$ cat config.mk
export PLATFORM = sky130hd
export DESIGN_NAME = dpram_fifo
export DESIGN_NICKNAME = d
export VERILOG_FILES = /design/src/rtl/dpram_fifo.sv
export SDC_FILE = /design/constraint.sdc
export NUM_CORES = 1
export LEC_CHECK = 0
export BUFFER_PORTS_ARGS = -buffer_cell sky130_fd_sc_hd__buf_2
export CAP_MARGIN = 20
export CORE_ASPECT_RATIO = 1.1
export CORE_MARGIN = 3
export CORE_UTILIZATION = 45
export DETAILED_ROUTE_END_ITERATION = 16
export HOLD_SLACK_MARGIN = 0.06
export RECOVER_POWER = 25
export SLEW_MARGIN = 30
export SYNTH_ARGS = -nofsm -noshare
export SYNTH_HDL_FRONTEND = slang
export SYNTH_SLANG_ARGS = --single-unit
$ cat constraint.sdc
create_clock -name clk -period 2.8 [get_ports clk]
set_clock_uncertainty 0.05 [all_clocks]
set_input_delay 0.56 -clock clk [delete_from_list [all_inputs] [get_ports clk]]
set_output_delay 0.56 -clock clk [all_outputs]
set_load 0.01 [all_outputs]
$ cat src/rtl/dpram_fifo.sv
// dpram_fifo: first-word-fall-through FIFO over a bypassing dual-port RAM.
// Define DPRAM_FIFO_ALMOST_EN for registered almost_full/almost_empty.
module dpram_fifo #(
  parameter int DEPTH = 16,
  parameter int DATAW = 32
`ifdef DPRAM_FIFO_ALMOST_EN
  ,
  parameter int AF_MARGIN = 2,
  parameter int AE_MARGIN = 1
`endif
) (
  input  logic                   clk,
  input  logic                   rst,
  input  logic [DATAW-1:0]       in_data,
  input  logic                   in_valid,
  output logic                   in_ready,
  output logic [DATAW-1:0]       out_data,
  output logic                   out_valid,
  input  logic                   out_ready,
  output logic [$clog2(DEPTH):0] count
`ifdef DPRAM_FIFO_ALMOST_EN
  ,
  output logic                   almost_full,
  output logic                   almost_empty
`endif
);

  localparam int AW = $clog2(DEPTH);
  localparam int CW = AW + 1;

  logic [AW-1:0]    wptr;
  logic [AW-1:0]    rptr;
  logic             push;
  logic             pop;
  logic             rd;
  logic [CW-1:0]    avail;
  logic [CW-1:0]    count_nxt;

  logic             ram_we;
  logic [AW-1:0]    ram_waddr;
  logic [AW-1:0]    ram_raddr;
  logic [DATAW-1:0] ram_wdata;
  logic [DATAW-1:0] ram_rdata;
  logic [DATAW-1:0] mem [DEPTH];

  assign in_ready  = count < CW'(DEPTH);
  assign push      = in_valid && in_ready;
  assign pop       = out_valid && out_ready;
  assign avail     = count - CW'(out_valid);
  assign rd        = (avail != '0) && (!out_valid || pop);
  assign count_nxt = count + CW'(push) - CW'(pop);

  // Without a new read, re-read the head slot so RData holds steady.
  assign ram_we    = push;
  assign ram_waddr = wptr;
  assign ram_wdata = in_data;
  assign ram_raddr = rd ? rptr : rptr - AW'(1);
  assign out_data  = ram_rdata;

  always_ff @(posedge clk or posedge rst) begin
    if (rst) begin
      wptr      <= '0;
      rptr      <= '0;
      count     <= '0;
      out_valid <= 1'b0;
    end else begin
      if (push) begin
        wptr <= wptr + AW'(1);
      end
      if (rd) begin
        rptr <= rptr + AW'(1);
      end
      count     <= count_nxt;
      out_valid <= rd ? 1'b1 : (pop ? 1'b0 : out_valid);
    end
  end

  always_ff @(posedge clk) begin
    if (ram_we) begin
      mem[ram_waddr] <= ram_wdata;
    end
  end

  // Registered read port with write-to-read bypass on address match.
  always_ff @(posedge clk) begin
    if (ram_we && (ram_waddr == ram_raddr)) begin
      ram_rdata <= ram_wdata;
    end else begin
      ram_rdata <= mem[ram_raddr];
    end
  end

`ifdef DPRAM_FIFO_ALMOST_EN
  always_ff @(posedge clk or posedge rst) begin
    if (rst) begin
      almost_full  <= 1'b0;
      almost_empty <= 1'b1;
    end else begin
      almost_full  <= count_nxt >= CW'(DEPTH - AF_MARGIN);
      almost_empty <= count_nxt <= CW'(AE_MARGIN);
    end
  end
`endif

endmodule
==> impl_results.md, run 1 <==
- Vias in the first global route: 9692
- Syn avg cell area: 24.6 µm²
- Avg WL per Cell: 26.5 µm
- Cts bufs inserted: 51
- Global router's overall resource usage: 0.180
- Clock sinks: 530
- Type of the most critical hold path: in2reg
- Yosys reg bits: 530
- Share of cells above drive strength 1: 0.352
- Synth Area in Simple Gates: 0.0128
- R2r startpoint: count[4]
- DP Worst Slack: 0.196 ns
- First-pass GRT wire length: 63700 µm
- Clk pin slew, worst setup/hold paths: 0.06 ns
- Final WS setup: -0.312 ns
- DRT Pass-1 Iters: 4
- Crit path DAT: 2.50 ns
- Endpoint class of the critical path: output port
- Max Slew Vio Count: 0
- Root buf cell: clkbuf_16
- Starting density of the core: 0.459
- R2R setup slack: 0.63 ns
- Count of final setup violators: 32
- Least-Margin Pin Slew: 0.623 ns
- Crit path max fanout: 12
- Area delta synth->final: 17.0%
- Placer Congestion: 0.718
- Iteration-0 DRC Markers: 756
- # IOs: 75
- Outcome: finished with violations
- Die Y: 230 µm
- Cells after synthesis: 834
- CTS tree: built
- P_leak: 7.82 nW
- Data required, critical path: 2.19 ns
- Compound-gate portion of the synthesized area: 0.00378
- WS Path Type: reg2out
- Post-Syn Area: 0.0205 mm²
- Clock Latency Late Sink: 0.56 ns
- Synth warn: 0
- Cells on worst reg2reg path: 12
- Die W: 210 µm
- Final wirelength: 42900 µm
- Die area: 0.0482 mm²
- Multiplexer share of the synthesized area: 0.182
- Worst ir drop on vdd: 504 µV
- Area share of fa/ha/maj cells after synthesis: 0.0107
- Largest net degree at the start of global routing: 40
- GR Overflow Total: 0
- Fin. Hold Viols: 0
- Total number of vias: 9151
- Failing checks: negative setup slack
- DRC: 0
- Syn Nets: 887
- HPWL after DPL: 23100 µm
- XOR/XNOR Fraction of Synth Area: 0.00555
- FF-to-FF End: count[4]
- Distinct cell type count after synthesis: 35
- PwrDens: 993 mW/mm²
- Final worst path period share: 1.11
- Max Buffers Root-to-Sink: 3
- RSZ-0062 raised after global routing: true
- Largest family of logic cells by synthesized area: multiplexers
- Max-cap violations: 0
- H-tree depth: 2
- Total power draw: 23.8 mW
- Initial antenna violation count: 4
- Max-slew headroom: 0.585
- Via-to-Cell Ratio: 5.66
- CP endpoint: out_data[31]
- Final core utilization: 0.537
- CP startpoint kind: register
- CORE AREA: 0.0447 mm²
- Layout net count: 1049
- Cell Rows: 81
- Post-route ant nets: 0
- IO Port Bufs: 74
- Minimum period implied by the final worst setup slack: 3.11 ns
- Maximum clock frequency: 0.321 GHz
- Register area share after synthesis: 0.771
routing by layer:
layer | GRT usage | vias to the layer above | wire length [µm]
met2 | 0.291 | 245 | 21200
met3 | 0.0353 | 59 | 2370
li1 | - | 3894 | -
met5 | 0 | - | 23
met4 | 0.0410 | 4 | 735
met1 | 0.257 | 4949 | 18600
where the power goes:
group | switching (mW) | internal, mW
Sequential | 0.402 | 9.31
Clock | 2.77 | 3.70
Combinational | 3.39 | 4.26
Total | 6.56 | 17.3
worst max-delay path, cell delays in order (launching register included):
cell and delay [ns]:
dfxtp_4 0.38, buf_12 0.17, buf_4 0.18, mux4_2 0.51, mux4_2 0.54, buf_2 0.17
cells in the mapped netlist:
| library cell | instances | area [µm²] |
|---|---|---|
| a21boi_0 | 1 | 7.51 |
| a21boi_2 | 1 | 11.3 |
| a21o_1 | 3 | 22.5 |
| a21oi_1 | 3 | 15.0 |
| a21oi_2 | 1 | 8.76 |
| and2_1 | 17 | 106 |
| and3_1 | 1 | 6.26 |
| buf_1 | 9 | 33.8 |
| buf_2 | 3 | 15.0 |
| buf_4 | 1 | 7.51 |
| buf_6 | 12 | 135 |
| buf_8 | 1 | 15.0 |
| clkbuf_1 | 10 | 37.5 |
| dfrtp_1 | 14 | 350 |
| dfxtp_1 | 4 | 80.1 |
| edfxtp_1 | 512 | 15400 |
| fa_1 | 1 | 20.0 |
| ha_1 | 16 | 200 |
| inv_1 | 15 | 56.3 |
| mux2_2 | 1 | 11.3 |
| mux2i_1 | 2 | 20.0 |
| mux4_1 | 24 | 631 |
| mux4_2 | 136 | 3060 |
| nand2_1 | 7 | 26.3 |
| nand2b_1 | 5 | 31.3 |
| nand3_1 | 4 | 20.0 |
| nand4_1 | 2 | 12.5 |
| nand4b_1 | 1 | 8.76 |
| nor2_1 | 9 | 33.8 |
| nor2b_1 | 1 | 6.26 |
| nor3_1 | 2 | 10.0 |
| o211ai_1 | 1 | 7.51 |
| o21ai_0 | 1 | 5.00 |
| xnor2_1 | 9 | 78.8 |
| xor2_1 | 4 | 35.0 |
area by class of cell:
| cell class | instances | area [µm²] |
|---|---|---|
| well taps | 581 | 727 |
| clock buffers | 59 | 1310 |
| repair buffers | 145 | 1460 |
| clock inverters | 33 | 262 |
| inverters | 15 | 56.3 |
| diodes | 2 | 5.00 |
| fillers | 3366 | 20700 |
| multi-input cells | 253 | 4360 |
| flip-flops and latches | 530 | 15800 |
logic make-up after synthesis:
group                      Yosys count
DFF                                530
muxes                              163
buffers and inverters               51
and+or+nand+nor                     49
adders and majority gates           17
xor gates and xnor gates            13
AOI/OAI and AO/OA                   11
sequential cells by signal (all words and copies together), names as in the netlist, named ones only:
name       flops
ram_waddr      4
mem          512
count          5
out_valid      1
rptr           4
worst min path at each step:
stage                startpoint          end  slack, ns  cells past startpoint
global route        in_data[31]  mem[14][31]       0.33                      1
detailed placement      rptr[3]      rptr[3]       0.47                      1
floorplan                   rst     count[0]       0.40                      1
global placement        rptr[3]      rptr[3]       0.47                      1
CTS                  in_data[3]   mem[10][3]       0.29                      1
finish              in_data[13]   mem[9][13]       0.33                      1
placed cells by master (no fill, tap or decap), types with 4 or more instances in the layout:
master / Yosys / routed
clkbuf_16: 0 / 57
bufinv_16: 0 / 4
dfrtp_1: 14 / 14
clkinv_2: 0 / 8
buf_12: 0 / 23
clkinv_1: 0 / 16
buf_2: 3 / 37
inv_1: 15 / 15
buf_16: 0 / 4
nand2b_1: 5 / 5
ha_1: 16 / 16
buf_6: 12 / 17
xnor2_1: 9 / 9
nor2_1: 9 / 9
edfxtp_1: 512 / 512
mux4_2: 136 / 151
buf_4: 1 / 34
mux4_1: 24 / 9
nand3_1: 4 / 4
nand2_1: 7 / 7
xor2_1: 4 / 4
and2_2: 0 / 16
clkbuf_1: 10 / 30
stage by stage:
stage	instances	TNS, ns	area (µm²)	hold slack (ns)
finish	1618	-8.11	24000	0.332
global route	1616	-10.35	24000	0.328
CTS	1603	-9.73	23800	0.286
detailed placement	1503	0	22100	0.472
global placement	1503	0	22100	0.467
floorplan	834	0	20500	0.399
repair_timing:
| item | CTS | global route |
|---|---|---|
| setup endpoints to repair | 32 | 32 |
| endpoints found under the hold margin | 14 | 0 |
| cloned | 1 | 6 |
| hold buffers | 1 | 0 |
| buffers inserted | 6 | 7 |
| resized for setup | 32 | 9 |
Power figures use the tool's default switching activity.
==> run 2, diff against run 1 <==
clock period = 3.7 ns   (was 2.8 ns; I/O delays follow)
==> impl_results.md, run 2 (synthesized netlist as in run 1, its figures left out) <==
- Clock sinks: 530 (unchanged)
- Worst ir drop on vdd: 587 µV (+17%)
- R2r startpoint: count[4]
- Commonest non-fill, non-tap cell in the layout: edfxtp_1
- CP peak stage delay: 0.61 ns (+0.07 ns)
- Cell Count, Final, Fillers Out: 1575 (-2.7%)
- PwrDens: 733 mW/mm² (-26%)
- First-pass GRT wire length: 61500 µm (-3.4%)
- P_sw: 4.80 mW (-27%)
- Area delta synth->final: 14.0%
- Clk pin slew, worst setup/hold paths: 0.06 ns (about the same)
- WS Path Type: reg2out
- GR Overflow Total: 0 (unchanged)
- Starting density of the core: 0.459 (unchanged)
- Cell Rows: 81 (unchanged)
- Die Y: 230 µm (unchanged)
- Max-cap violations: 0 (unchanged)
- CTS tree: built
- Share of cells above drive strength 1: 0.322 (-0.0294)
- CP max stage cell: dfxtp_4
- Post-cts resize count: 0 (-100%)
- Type of the most critical hold path: in2async
- Clock Latency Late Sink: 0.56 ns (about the same)
- Count of final setup violators: 0 (-100%)
- Total number of vias: 8914 (-2.6%)
- H-tree depth: 2 (unchanged)
- Largest net degree at the start of global routing: 59 (+48%)
- RSZ-0062 raised after global routing: false
- Int Power: 12.3 mW (-29%)
- Combinational Power Share: 0.281 (-0.040)
- Endpoint class of the critical path: output port
- # Post-CTS Setup Buffers: 0 (-6)
- DRT Pass-1 Iters: 5 (+1)
- Via-to-Cell Ratio: 5.66 (about the same)
- Max Buffers Root-to-Sink: 3 (unchanged)
- Biggest regs: mem (512), count (5)
- Max-slew headroom: 0.536 (-0.0487)
- Placed cells: 1482 (-1.4%)
- Final worst path period share: 0.930
- Crit path DAT: 2.65 ns (+0.15 ns)
- Sequential share of power: 0.431 (+0.023)
- Clk pwr share: 0.288 (+0.017)
- P_leak: 7.56 nW (-3.3%)
- Maximum clock frequency: 0.291 GHz
- Least-Margin Pin Slew: 0.696 ns (+0.0731 ns)
- Switch share: 0.280 (+0.00529)
- Area after DPL: 0.0218 mm² (-1.2%)
- Data required, critical path: 2.91 ns (+0.72 ns)
- # IOs: 75 (unchanged)
- Critical path, cell by cell: buf_12 > mux4_2 > mux4_2 > buf_2
- Total negative setup slack: 0 ns (+8.11 ns)
- CORE AREA: 0.0447 mm² (unchanged)
- Largest delay share family, worst path: multiplexers
- Global router's overall resource usage: 0.174 (-0.00567)
- Post-route cell area: 0.0234 mm² (-2.6%)
- Die W: 210 µm (unchanged)
- Vias in the first global route: 9283 (-4.2%)
- Worst path depth: 4 (-1)
- Layout net count: 1007 (-4.0%)
- WP buf/inv: 2 (-1)
- Cts bufs inserted: 51 (unchanged)
- Number of flip-flops in the largest register: 512 (unchanged)
- Hold_buf cts: 0 (-1)
- DRC: 0 (unchanged)
- Root buf cell: clkbuf_16
- Final core utilization: 0.523 (-0.0140)
- Outcome: finished clean
- Avg WL per Cell: 26.2 µm (-1.2%)
- Cells on worst reg2reg path: 12 (unchanged)
- Die area: 0.0482 mm² (unchanged)
- Top reg by flops: mem
- Placer Congestion: 0.698 (-2.7%)
- Minimum period implied by the final worst setup slack: 3.44 ns
- Most common cell on crit path: mux4_2
- CP startpoint kind: register
- Crit path max fanout: 58 (+46)
- Max Slew Vio Count: 0 (unchanged)
- Fin. Hold Viols: 0 (unchanged)
- HPWL after DPL: 21900 µm (-5.1%)
- Final wirelength: 41300 µm (-3.8%)
- IO Port Bufs: 74 (unchanged)
- Commonest non-fill, non-tap cells in the layout: edfxtp_1 (512), mux4_2 (136), buf_2 (53)
- Post-route ant nets: 0 (unchanged)
- Initial antenna violation count: 3 (-1)
- Iteration-0 DRC Markers: 711 (-6.0%)
[run 2: cell type report]
type,instances,area (µm²)
sequential,530,15800
tap,581,727
timing repair buffer,103,762
inverter,15,56.3
multi-input combinational,253,4420
clock buffer,59,1330
antenna,1,2.50
clock inverter,33,262
fill,3407,21300
[run 2: metrics by stage]
stage                     setup slack (ns)  hold slack [ns]  total power [mW]
final                                0.259            0.175              17.1
after detailed placement             0.692            0.482              12.5
after global placement               0.740            0.459              12.4
after floorplan                       1.02            0.443              10.9
after global routing                 0.146            0.204              17.9
after CTS                            0.193            0.160              17.4
[run 2: worst reg2reg max path, stage by stage, from the launching register on]
cell     delay (ns)
dfrtp_1        0.46
nor2b_1        0.48
inv_1          0.13
ha_1           0.31
inv_1          0.05
ha_1           0.15
inv_1          0.06
fa_1           0.42
nor2_1         0.10
nor2_1         0.04
nor2_1         0.08
nor2_1         0.06
xnor2_1        0.11
[run 2: layer usage]
| layer | track usage | routed length, µm |
|---|---|---|
| met1 | 0.243 | 17500 |
| met4 | 0.0404 | 746 |
| met2 | 0.291 | 20900 |
| met3 | 0.0304 | 2110 |
| met5 | 0 | 31 |
[run 2: path summary, 6_finish.rpt]
check,end,slack (ns)
max,out_data[16],0.26
min,ram_waddr[1],0.17
max reg2reg,count[4],1.07
min reg2reg,rptr[3],0.48
max in group asynchronous,rptr[3],3.04
min in group clk,rptr[3],0.48
[run 2: power groups by stage]
stage	clock network [mW]	registers (mW)	logic (mW)
floorplan	0	7.31	3.59
global placement	0	7.50	4.94
detailed placement	0	7.52	4.96
CTS	5.04	7.40	4.97
global route	5.28	7.43	5.22
finish	4.93	7.39	4.81
